==> src/rtl/rf_wgt_pp.sv <==
// Double-buffered (ping-pong) weight register file for one PE row.
// Weights stream serially into a shadow bank while the active bank feeds the MACs.
//
// Ports:
//   clk, rstn      - rising-edge clock, async active-low reset
//   wgt_in*        - serial weight word with valid/ready handshake
//   swap           - commit a full shadow bank to the active bank
//   rot            - rotate the active bank by one tap
//   clear          - flush the shadow bank (active bank untouched)
//   wgt_out        - active bank, tap i at [i*DW +: DW]
//   active_valid   - active bank holds committed weights
//   shadow_full    - shadow bank holds DEPTH words
//   load_cnt       - words currently in the shadow bank
//   swap_err       - one-cycle pulse after a swap request on a non-full shadow
module rf_wgt_pp #(
    parameter int DW    = 8,
    parameter int DEPTH = 3,
    parameter int CW    = $clog2(DEPTH + 1)
) (
    input  logic                clk,
    input  logic                rstn,
    input  logic [DW-1:0]       wgt_in,
    input  logic                wgt_in_valid,
    output logic                wgt_in_ready,
    input  logic                swap,
    input  logic                rot,
    input  logic                clear,
    output logic [DEPTH*DW-1:0] wgt_out,
    output logic                active_valid,
    output logic                shadow_full,
    output logic [CW-1:0]       load_cnt,
    output logic                swap_err
);

    typedef enum logic {
        S_LOAD,
        S_FULL
    } state_e;

    state_e        state_q, state_d;
    logic [DW-1:0] sh_q  [DEPTH];
    logic [DW-1:0] sh_d  [DEPTH];
    logic [DW-1:0] act_q [DEPTH];
    logic [DW-1:0] act_d [DEPTH];
    logic [CW-1:0] cnt_q, cnt_d;
    logic          av_q, av_d;
    logic          err_q, err_d;
    logic          accept;
    logic          swap_take;

    // Clear has top priority on the shadow side and also suppresses the swap.
    assign accept    = wgt_in_valid && (state_q == S_LOAD);
    assign swap_take = swap && (state_q == S_FULL) && !clear;

    always_comb begin
        state_d = state_q;
        cnt_d   = cnt_q;
        sh_d    = sh_q;
        act_d   = act_q;
        av_d    = av_q;
        err_d   = 1'b0;

        if (clear) begin
            state_d = S_LOAD;
            cnt_d   = '0;
            for (int i = 0; i < DEPTH; i++) begin
                sh_d[i] = '0;
            end
        end else if (swap_take) begin
            act_d   = sh_q;
            av_d    = 1'b1;
            cnt_d   = '0;
            state_d = S_LOAD;
        end else begin
            // A swap on the edge that loads the last word is still an error.
            err_d = swap;
            if (accept) begin
                sh_d[0] = wgt_in;
                for (int i = 1; i < DEPTH; i++) begin
                    sh_d[i] = sh_q[i-1];
                end
                cnt_d = cnt_q + CW'(1);
                if (cnt_q == CW'(DEPTH - 1)) begin
                    state_d = S_FULL;
                end
            end
        end

        if (rot && av_q && !swap_take) begin
            act_d[0] = act_q[DEPTH-1];
            for (int i = 1; i < DEPTH; i++) begin
                act_d[i] = act_q[i-1];
            end
        end
    end

    always_ff @(posedge clk or negedge rstn) begin
        if (!rstn) begin
            state_q <= S_LOAD;
            cnt_q   <= '0;
            av_q    <= 1'b0;
            err_q   <= 1'b0;
            for (int i = 0; i < DEPTH; i++) begin
                sh_q[i]  <= '0;
                act_q[i] <= '0;
            end
        end else begin
            state_q <= state_d;
            cnt_q   <= cnt_d;
            av_q    <= av_d;
            err_q   <= err_d;
            sh_q    <= sh_d;
            act_q   <= act_d;
        end
    end

    for (genvar g = 0; g < DEPTH; g++) begin : g_out
        assign wgt_out[g*DW +: DW] = act_q[g];
    end

    assign wgt_in_ready = (state_q == S_LOAD);
    assign shadow_full  = (state_q == S_FULL);
    assign load_cnt     = cnt_q;
    assign active_valid = av_q;
    assign swap_err     = err_q;

endmodule

==> config.mk <==
export PLATFORM = sky130hd
export DESIGN_NAME = rf_wgt_pp
export DESIGN_NICKNAME = d
export VERILOG_FILES = /design/src/rtl/rf_wgt_pp.sv
export SDC_FILE = /design/constraint.sdc
export NUM_CORES = 1
export LEC_CHECK = 0
export BUFFER_PORTS_ARGS = -buffer_cell sky130_fd_sc_hd__buf_4
export CAP_MARGIN = 20
export CORE_ASPECT_RATIO = 1.25
export CORE_UTILIZATION = 49
export DETAILED_ROUTE_END_ITERATION = 10
export PLACE_DENSITY = 0.75
export SYNTH_ARGS = -nofsm -noshare
export SYNTH_HDL_FRONTEND = slang
export SYNTH_SLANG_ARGS = --single-unit
==> constraint.sdc <==
create_clock -name clk -period 1.1 [get_ports clk]
set_clock_uncertainty 0.1 [all_clocks]
set_input_delay 0.22 -clock clk [delete_from_list [all_inputs] [get_ports clk]]
set_output_delay 0.22 -clock clk [all_outputs]
set_load 0.01 [all_outputs]
==> run summary <==
Post-synth EDFFs -> 0
YS warnings -> 0
failing checks -> setup timing
Pleak -> 1.82 nW
ANT cells -> 0
Hold/Removal Path Class -> input pin to flop
die span in x -> 63.2 um
WP buf/inv -> 2
GRT Util Overall -> 23.0%
share of cells above drive strength 1 -> 51.3%
Slowest cell on crit path -> dfrtp_2
asr flop ratio synth -> 100%
Area contributors post-synth -> dfrtp_1 58%, a21oi_1 11%, mux2i_1 10%
f_max -> 722 MHz
CP Launch Type -> flop
chip height -> 78.5 um
FF-to-FF setup slack -> -0.29 ns
Placeable Area -> 4460 um2
register area share after synthesis -> 57.8%
routed length per instance -> 16.5 um
# DRC -> 0
switching power of the nets -> 0.00220 W
Post-Route WL -> 6.16 mm
delay-heaviest family, CP -> flip-flops
final period utilization -> 126%
mapped cell area -> 2290 um2
Starting DRT DRC Count -> 110
hpwl dp -> 2.94 mm
Yosys reg bits -> 53
Reg power frac -> 39.9%
CTS HTree Levels -> 2
first-pass GRT wire length -> 8.80 mm
Max clock buf depth -> 2
initial antenna violation count -> 0
Vias per Instance -> 5.45
vias in the first global route -> 1882
full die area -> 4960 um2
Initial Utilization -> 51.4%
crit-path cells -> buf_6 > nor2b_4 > buf_8 > nand2_1 > a21oi_1
setup violators final -> 82
grt met3 use -> 3.49%
CP required -> 1.23 ns
Crit. End Element -> flop
final count of hold timing violations -> 0
drt pass-1 iters -> 4
row cnt -> 27
Pins Over Slew Limit -> 0
Logic pwr share -> 44.2%
Max VDD drop -> 0.00112 V
Layout area overhead -> 55.9%
Clk network pwr share -> 15.9%
Mapped Nets -> 248
Mapped Cells -> 233
Final TNS setup -> -14.73 ns
Finished Layout Cells -> 374
io pins -> 44
Internal -> 0.00480 W
root cell of the clock tree -> clkbuf_8
Period minus WS final -> 1.39 ns
final worst setup slack -> -0.285 ns
TritonCTS clock tree -> done
CP arrival -> 1.52 ns
IO Port Bufs -> 43
synthesized area per cell -> 9.84 um2
post-synth cell types -> 18
largest net degree at the start of global routing -> 33
Yosys top cell by area -> dfrtp_1
Max-slew headroom -> 71.8%
M2 GR Usage -> 39.9%
hold_ws -> 0.0584 ns
Commonest cells post-synth -> 53 x dfrtp_1, 51 x a21oi_1, 50 x nand2_1
Crit Path Category -> flop to flop
Worst-Margin Slew -> 0.422 ns
grt met1 use -> 28.9%
Main synth FF type -> dfrtp_1
PD cells -> 1960 nW/um2
CTS buffer count -> 5
Placed Cells incl. Taps -> 333
RSZ-0062 raised after global routing -> yes
slowest stage delay, CP -> 0.45 ns
clk_lat worst skew -> 0.30 ns
MaxCap Viol Count -> 0
crit path max fanout -> 13
switch share -> 31.4%
Overflow after GRT -> 0
most used routing layer -> met2
Placer Congestion -> 0.765
clock transition at the registers of the reported paths -> 0.09 ns
CTS Sinks -> 53
most frequent cell after synthesis -> dfrtp_1
outcome -> finished with violations
Final nets -> 331
Via Count -> 2037
area share of the largest cell type after synthesis -> 57.8%
Post-DRT Antenna Nets -> 0
-- power groups by stage --
stage / logic [W] / registers, W / clock network [W]
after floorplan: 0.000765 / 0.00296 / 0
after global placement: 0.00185 / 0.00281 / 0
after detailed placement: 0.00189 / 0.00283 / 0
after CTS: 0.00275 / 0.00277 / 0.00114
after global routing: 0.00328 / 0.00283 / 0.00121
final: 0.00309 / 0.00279 / 0.00112
-- tightest hold or removal path, stage by stage --
cell and delay (ns):
buf_4 0.12, nand2_4 0.05, a21oi_2 0.04
-- per-stage QoR --
stage	instance area, um2	setup WS, ns	utilization (%)	total power (W)
detailed placement	2770	-0.122	62.1	0.00472
global route	3580	-0.325	80.2	0.00733
global placement	2770	-0.0883	62.1	0.00466
finish	3580	-0.285	80.2	0.00700
CTS	3270	-0.205	73.3	0.00666
floorplan	2340	-0.0925	-	0.00372
-- cells by family (layout without fill, tap and decap cells) --
family          Yosys count  in the layout  synth area share [%]
simple gates             84             84                  14.7
flops                    53             53                  57.8
compound gates           52             52                  11.3
mux                      24             24                  10.5
buf+inv                  18            101                  4.69
fa+ha+maj                 1              1                 0.545
xor+xnor                  1              1                 0.382
-- routing by layer --
layer | vias up | wire, um
met5 | - | 0
met4 | 0 | 186
met3 | 18 | 277
met2 | 80 | 3250
met1 | 1005 | 2450
li1 | 934 | -
-- registers in the layout (all words and copies together), names as in the netlist --
name,cells
wgt_out,24
load_cnt,2
shadow_full,1
active_valid,1
swap_err,1
sh_q,24
-- worst paths after layout --
check                             from          end  cells after the start
max                        shadow_full     sh_q[14]                      5
min                          wgt_in[4]     sh_q[20]                      3
max reg2reg                shadow_full     sh_q[14]                      5
min reg2reg                    sh_q[0]  wgt_out[16]                      2
max in group asynchronous         rstn  wgt_out[10]                      3
min in group asynchronous         rstn  load_cnt[0]                      2
-- placed cells by master (no fill, tap or decap) --
cell type | netlist | layout
nor2b_4 | 0 | 1
nor2_4 | 0 | 4
nand2b_1 | 3 | 1
ha_1 | 1 | 1
mux2i_1 | 24 | 23
nand2_4 | 0 | 6
nor3b_2 | 0 | 1
dlygate4sd3_1 | 0 | 1
o21ai_0 | 1 | 1
dfrtp_1 | 53 | 52
nor2_1 | 26 | 9
a21oi_1 | 51 | 20
buf_4 | 8 | 44
clkbuf_16 | 0 | 2
buf_16 | 0 | 1
nor2_2 | 0 | 13
nand3b_1 | 1 | 1
xor2_1 | 1 | 1
nand2b_4 | 0 | 2
nand2_2 | 1 | 3
buf_12 | 0 | 4
mux2i_2 | 0 | 1
nor2b_2 | 0 | 1
dfrtp_2 | 0 | 1
clkbuf_8 | 0 | 6
clkinvlp_4 | 0 | 1
nand2_1 | 50 | 42
buf_8 | 0 | 2
a21oi_2 | 0 | 31
inv_1 | 2 | 2
buf_6 | 1 | 38
-- repair_timing --
| action | CTS | global route |
|---|---|---|
| gates resized for setup | 51 | 63 |
| pin swaps | 7 | 10 |
| setup endpoints to repair | 81 | 82 |
| hold buffers | 1 | 0 |
| buffers inserted | 25 | 4 |
| gates cloned | 2 | 3 |
| hold endpoints to repair | 53 | 0 |
-- cell type report --
| cell class | count | area [um2] |
|---|---|---|
| sequential | 53 | 1330 |
| fill | 265 | 883 |
| inverter | 2 | 7.51 |
| multi-input combinational | 162 | 1120 |
| clock inverter | 1 | 7.51 |
| clock buffer | 6 | 82.6 |
| tap | 58 | 72.6 |
| timing repair buffer | 92 | 956 |
(Power assumes the default switching activity.)
